$ cat src/rtl/fifo_access_scheduler.sv
// Arbitrates N_REQ producers and one consumer onto a single shared synchronous FIFO.
// Writes rotate round-robin, and reads alternate with writes when both contend.
module fifo_access_scheduler #(
  parameter int N_REQ = 4,
  parameter int DW    = 8
) (
  input  logic                clk,
  input  logic                rst,
  input  logic [N_REQ-1:0]    req_valid,
  input  logic [N_REQ*DW-1:0] req_data,
  output logic [N_REQ-1:0]    req_ready,
  output logic [2:0]          grant_id,
  input  logic                cons_rd_req,
  output logic                cons_valid,
  output logic [DW-1:0]       cons_data,
  output logic                fifo_wr,
  output logic [DW-1:0]       fifo_din,
  output logic                fifo_rd,
  input  logic [DW-1:0]       fifo_dout,
  input  logic                fifo_full,
  input  logic                fifo_empty
);

  typedef enum logic {LAST_WR, LAST_RD} op_state_t;

  op_state_t     op_state_reg, op_state_next;
  logic [2:0]    rr_last_reg, rr_last_next;
  logic          hold_reg;
  logic          cons_valid_reg;
  logic [DW-1:0] cons_data_reg;
  logic [DW-1:0] data_arr [8];
  logic [7:0]    valid_ext;
  logic [2:0]    winner;
  logic          active, wr_cand, rd_cand, do_wr, do_rd;

  // Widen ports to 8 lanes so 3-bit indices select without truncation.
  assign valid_ext = 8'(req_valid);

  generate
    for (genvar gi = 0; gi < 8; gi++) begin : g_lane
      if (gi < N_REQ) begin : g_used
        assign data_arr[gi]  = req_data[gi*DW +: DW];
        assign req_ready[gi] = do_wr && (winner == 3'(gi));
      end else begin : g_unused
        assign data_arr[gi] = '0;
      end
    end
  endgenerate

  // Descending scan: the last hit is the nearest requester after rr_last.
  always_comb begin
    winner = '0;
    for (int k = N_REQ; k >= 1; k--) begin
      if (valid_ext[3'((int'(rr_last_reg) + k) % N_REQ)])
        winner = 3'((int'(rr_last_reg) + k) % N_REQ);
    end
  end

  // hold_reg masks the first cycle after reset release.
  assign active  = !rst && !hold_reg;
  assign wr_cand = (|req_valid) && !fifo_full;
  assign rd_cand = cons_rd_req && !fifo_empty;

  always_ff @(posedge clk) begin
    if (rst) begin
      op_state_reg <= LAST_RD;
      rr_last_reg  <= 3'(N_REQ - 1);
      hold_reg     <= 1'b1;
    end else begin
      op_state_reg <= op_state_next;
      rr_last_reg  <= rr_last_next;
      hold_reg     <= 1'b0;
    end
  end

  always_comb begin
    op_state_next = op_state_reg;
    rr_last_next  = rr_last_reg;
    do_wr         = 1'b0;
    do_rd         = 1'b0;
    if (active) begin
      if (wr_cand && (!rd_cand || op_state_reg == LAST_RD))
        do_wr = 1'b1;
      else if (rd_cand)
        do_rd = 1'b1;
    end
    if (do_wr) begin
      op_state_next = LAST_WR;
      rr_last_next  = winner;
    end else if (do_rd) begin
      op_state_next = LAST_RD;
    end
  end

  assign fifo_wr  = do_wr;
  assign fifo_rd  = do_rd;
  assign fifo_din = do_wr ? data_arr[winner] : '0;
  assign grant_id = do_wr ? winner : 3'd0;

  // fifo_dout presents the head word, so it is captured on the popping edge.
  always_ff @(posedge clk) begin
    if (rst) begin
      cons_valid_reg <= 1'b0;
      cons_data_reg  <= '0;
    end else begin
      cons_valid_reg <= do_rd;
      if (do_rd) cons_data_reg <= fifo_dout;
    end
  end

  // A read delivered into a reset cycle is squashed immediately.
  assign cons_valid = cons_valid_reg && !rst;
  assign cons_data  = rst ? '0 : cons_data_reg;

endmodule

$ cat config.mk
export PLATFORM = sky130hd
export DESIGN_NAME = fifo_access_scheduler
export DESIGN_NICKNAME = d
export VERILOG_FILES = /design/src/rtl/fifo_access_scheduler.sv
export SDC_FILE = /design/constraint.sdc
export NUM_CORES = 1
export LEC_CHECK = 0
export CAP_MARGIN = 30
export CELL_PAD_IN_SITES_DETAIL_PLACEMENT = 0
export CELL_PAD_IN_SITES_GLOBAL_PLACEMENT = 1
export CORE_MARGIN = 5
export CORE_UTILIZATION = 21
export DETAILED_ROUTE_END_ITERATION = 7
export PLACE_DENSITY = 0.84
export SYNTH_ARGS = -nofsm -noshare
export SYNTH_HDL_FRONTEND = slang
export SYNTH_SLANG_ARGS = --single-unit
$ cat constraint.sdc
create_clock -name clk -period 2.3 [get_ports clk]
set_input_delay 0.23 -clock clk [delete_from_list [all_inputs] [get_ports clk]]
set_output_delay 0.23 -clock clk [all_outputs]
set_load 0.05 [all_outputs]
== Word level (Yosys, flattened, before mapping) ==
Cells that the tools add are included.
Operators by class
  magnitude comparators: 5
  multiply operators: 0
  add/sub/neg operators: 4
  reductions and logical operators: 22
  bitwise gates (word level): 5
  divide/modulo/power cells: 0
  multiplexer cells: 30
  equality and inequality tests: 3
  shifts and indexed selects: 0
Operators by type and width (count)
  $mux W8: 4
  $bmux W8 S3: 1
  $lt A3 B5 Y1 const B: 4
  $mux W1: 16
  $mux W3: 5
  $bmux W1 S3: 4
  $logic_and A1 B1 Y1: 9
  $reduce_or A2 Y1: 4
  $eq A3 B2 Y1 const B: 2
  $logic_not A1 Y1: 5
  $add A2 B1 Y2 const B: 2
  $add A2 B2 Y2 const B: 2
  $and A1 B1 Y1 const A: 4
  $ge A4 B4 Y1 const B: 1
  $not A3 Y4: 1
  $reduce_or A4 Y1: 1
  $eq A3 B1 Y1 const B: 1
  $logic_not A3 Y1: 1
  $reduce_bool A2 Y1: 1
  $logic_or A1 B1 Y1: 1
Storage, ports and cells
  memories: 0
  register bits after elaboration: 13
  memory bits (read-only): 0
  input port bits: 49
  word-level logic and storage cells: 74
  output and inout port bits: 26
  latch bits: 0
  bits in writable memories: 0

== Depth between registers and ports, before layout ==
  depth after elaboration: 15
  mapped depth: 6
  depth with buffers taken out: 4

== Worst setup path before layout ==
Ideal clock, no wire load.
  kind: flip-flop to output port
  start point: reg hold_reg
  end point: out req_ready[0]
  path slack: -1.025 ns
  arrival: 3.095 ns
  cell stages (with the launch flop): 5
  buffers on the path: 0
  cell sequence: dfxtp_1 -> or2_1 -> a2111oi_4 -> nand2b_1 -> nor4_1
On the way
  word-level cells in the longest chain between the ends: 4
RTL lines
  from (decl): line 28  | logic hold_reg;
  from (signal assigned): line 68  | hold_reg <= 1'b1;
  from (signal assigned): line 72  | hold_reg <= 1'b0;
  $logic_not A1 Y1: line 60  | assign active = !rst && !hold_reg;
  $logic_and A1 B1 Y1: line 60
  $mux W1: line 81  | if (active) begin
  named net fifo_wr: line 16  | output logic fifo_wr,
  $logic_and A1 B1 Y1: line 43  | assign req_ready[gi] = do_wr && (winner == 3'(gi));
  to (decl): line 11  | output logic [N_REQ-1:0] req_ready,
The timed path passes the listed nets, and every way through them passes these cells.

== Final worst setup path ==
  start point: reg hold_reg
  end point: out fifo_din[1]
On the way
  word-level cells in the longest chain between the ends: 4
RTL lines
  $logic_not A1 Y1: line 60
  $logic_and A1 B1 Y1: line 60
  $mux W1: line 81
  $mux W8: line 97  | assign fifo_din = do_wr ? data_arr[winner] : '0;
  to (decl): line 17  | output logic [DW-1:0] fifo_din,
Every way passes these cells.

==> flow_summary.json <==
{
  "grt_start_max_net_pins": 23,
  "die_x_um": 76.2,
  "max_slew_margin_pct": 63.4,
  "end_kind": "primary output",
  "crit_type": "register to primary output",
  "largest_reg_flops": 8,
  "clock_path_buffers": 2,
  "switching_share_pct": 30.8,
  "p_seq_share_pct": 29.1,
  "fin_nets": 252,
  "io_buffers": 73,
  "rows": 24,
  "placedCellCount": 244,
  "finalHoldViolCount": 0,
  "holdPathStages": 2,
  "drt-pass1-iter-count": 3,
  "rsz0062_at_grt": "yes",
  "dieArea_um2": 5800,
  "setup_slack_ps": 40.3,
  "switching_power_uw": 255,
  "hp-class": "register to register",
  "min_period_over_period_pct": 98.2,
  "power.density_nw_per_um2": 339,
  "hold_start": "cons_data_reg[7]$_SDFFE_PP0P_",
  "final_cell_mix": "clkdlybuf4s50_1 (40), buf_12 (30), mux2i_1 (20)",
  "start_util_pct": 21.4,
  "holdPathEnd": "cons_data_reg[7]$_SDFFE_PP0P_",
  "yosys_warnings": 0,
  "grt_pass1_vias": 1150,
  "ys_seq_area_share_pct": 28.3,
  "r2r_end": "rr_last_reg[1]$_SDFFE_PP1P_",
  "path_max_fanout": 5,
  "clkTransAtPathRegs_ps": 50,
  "leakage_nw": 1.01,
  "syn_area_per_cell_um2": 8.52,
  "cp_data_required_time_ps": 2070,
  "synth_nets": 157,
  "setup_violations": 0,
  "drc": 0,
  "syn2layout_area_growth_pct": 165,
  "yosysUniqueCellTypes": 28,
  "antenna_found_initial": 0,
  "status": "finished, final reports clean",
  "wl_per_cell_um": 13.2,
  "skew_ps": 2.29,
  "worstSkewPairLatency_ps": 240,
  "hpwl_um": 2700,
  "fin_area_um2": 2440,
  "fmax_mhz": 443,
  "internal-power_uw": 573,
  "n_antenna_cell": 0,
  "power.share.clock_pct": 23.9,
  "grt.overflow.total": 0,
  "post-route-util_pct": 56.8,
  "pwr-share-comb_pct": 47.1,
  "ios": 75,
  "wl_um": 3350,
  "drtAntennaViolNets": 0,
  "tightestPinTransition_ps": 545,
  "place.gp.congestion": 0.757,
  "drt-initial-drc-count": 12,
  "vias_per_cell": 4.41,
  "drv_slew": 0,
  "drive_above_1_share_pct": 41.1,
  "gr-usage-all-layers_pct": 11.2,
  "tritoncts": "yes",
  "mostFrequentLayoutCell": "clkdlybuf4s50_1",
  "fin_cells": 254,
  "die_h_um": 76.2,
  "core_um2": 4290,
  "ys_ff_latch": 13,
  "cp-start-kind": "register",
  "maxCapViolCount": 0,
  "ctsHoldBuffers": 0,
  "grt_pass1_wl_um": 5460,
  "peakVddDrop_uv": 368,
  "clock-root-buffer": "clkbuf_8",
  "arrival_ps": 2030,
  "syn-cell-area_um2": 920,
  "cts.sinks": 13,
  "vias": 1119,
  "r2r_start": "rr_last_reg[0]$_SDFFE_PP1P_",
  "dp_slack_ps": -415,
  "placed_cell_area_um2": 2250,
  "synthCells": 108,
  "period_needed_ps": 2260,
  "reg2reg_depth": 7,
  "htreeDepth": 1,
  "r2r_slack_ps": 590,
  "numCtsBuffers": 3
}
-- final cells by class --
class                      instances  area [um2]
inverter                           5        22.5
timing repair buffer              97        1230
sequential                        13         263
fill                             386        1850
tap                               52        65.1
clock buffer                       4        45.0
multi-input combinational         83         815
-- through the flow --
stage          TNS (ps)  total power, mW  hold slack, ps
2_1_floorplan     -2580            0.422             258
3_3_place_gp      -2520            0.607             467
3_5_place_dp      -2550            0.612             476
4_1_cts            -411            0.830             490
5_1_grt            -103            0.878             501
6_report              0            0.828             483
-- worst max-delay path, stage by stage, from the launching register on --
cell	delay [ps]
dfxtp_2	320
or2_4	230
a2111oi_4	230
or4b_4	560
buf_12	170
o22ai_4	120
buf_12	160
-- cells in the mapped netlist --
library cell	instances	area, um2
nand2_1	1	3.75
nor3_1	3	15.0
mux2i_1	24	240
nand2b_1	5	31.3
o311ai_0	1	8.76
nor2b_1	10	62.6
or2_2	1	6.26
buf_2	3	15.0
buf_4	1	7.51
o22ai_1	7	43.8
a21oi_1	2	10.0
a2111oi_4	1	27.5
nor3b_1	1	7.51
inv_1	5	18.8
clkbuf_1	3	11.3
o31ai_1	1	7.51
nor4_1	2	12.5
a311oi_1	1	8.76
o21ai_0	1	5.00
or4b_1	1	10.0
a21boi_0	1	7.51
conb_1	1	3.75
or2_1	1	6.26
and3_1	1	6.26
dfxtp_1	13	260
o22ai_2	1	12.5
o31a_1	2	17.5
nor2_1	14	52.6
-- how the worst max path moves through the flow --
stage	start	end	slack, ps
3_5_place_dp	req_valid[2]	grant_id[0]	-410
2_1_floorplan	hold_reg$_DFF_P_	fifo_din[0]	-290
6_report	hold_reg$_DFF_P_	fifo_din[1]	40
4_1_cts	hold_reg$_DFF_P_	fifo_din[1]	-60
5_1_grt	hold_reg$_DFF_P_	fifo_din[1]	-20
3_3_place_gp	req_valid[0]	grant_id[0]	-390
-- power by group through the flow --
stage / clock network [mW] / registers [mW] / logic [mW]
finish: 0.198 / 0.240 / 0.389
CTS: 0.207 / 0.240 / 0.384
floorplan: 0 / 0.242 / 0.180
global placement: 0 / 0.245 / 0.362
detailed placement: 0 / 0.245 / 0.367
global route: 0.226 / 0.241 / 0.411
-- layer usage --
metal	up-vias	share of wire (%)	wire length [um]	track usage, %
li1	571	-	-	-
met4	0	0.81	27	2.27
met1	516	38	1260	12.4
met5	-	0	0	0
met3	2	5.6	188	3.43
met2	30	56	1880	21.0
-- cells by family after synthesis --
kind of cell	count (synthesis)	synth area share, %
flip-flops	13	28.3
multiplexers	24	26.1
AND/OR/NAND/NOR	40	23.3
AO/OA/AOI/OAI	18	16.2
buffers and inverters	12	5.71
other	1	0.408
-- repair_timing --
item	CTS	global route
endpoints found under the setup margin	12	8
cloned	1	0
buffers inserted	5	0
gates resized for setup	15	13
pin swaps	2	1
No activity file was read; power rests on OpenSTA's default activity.
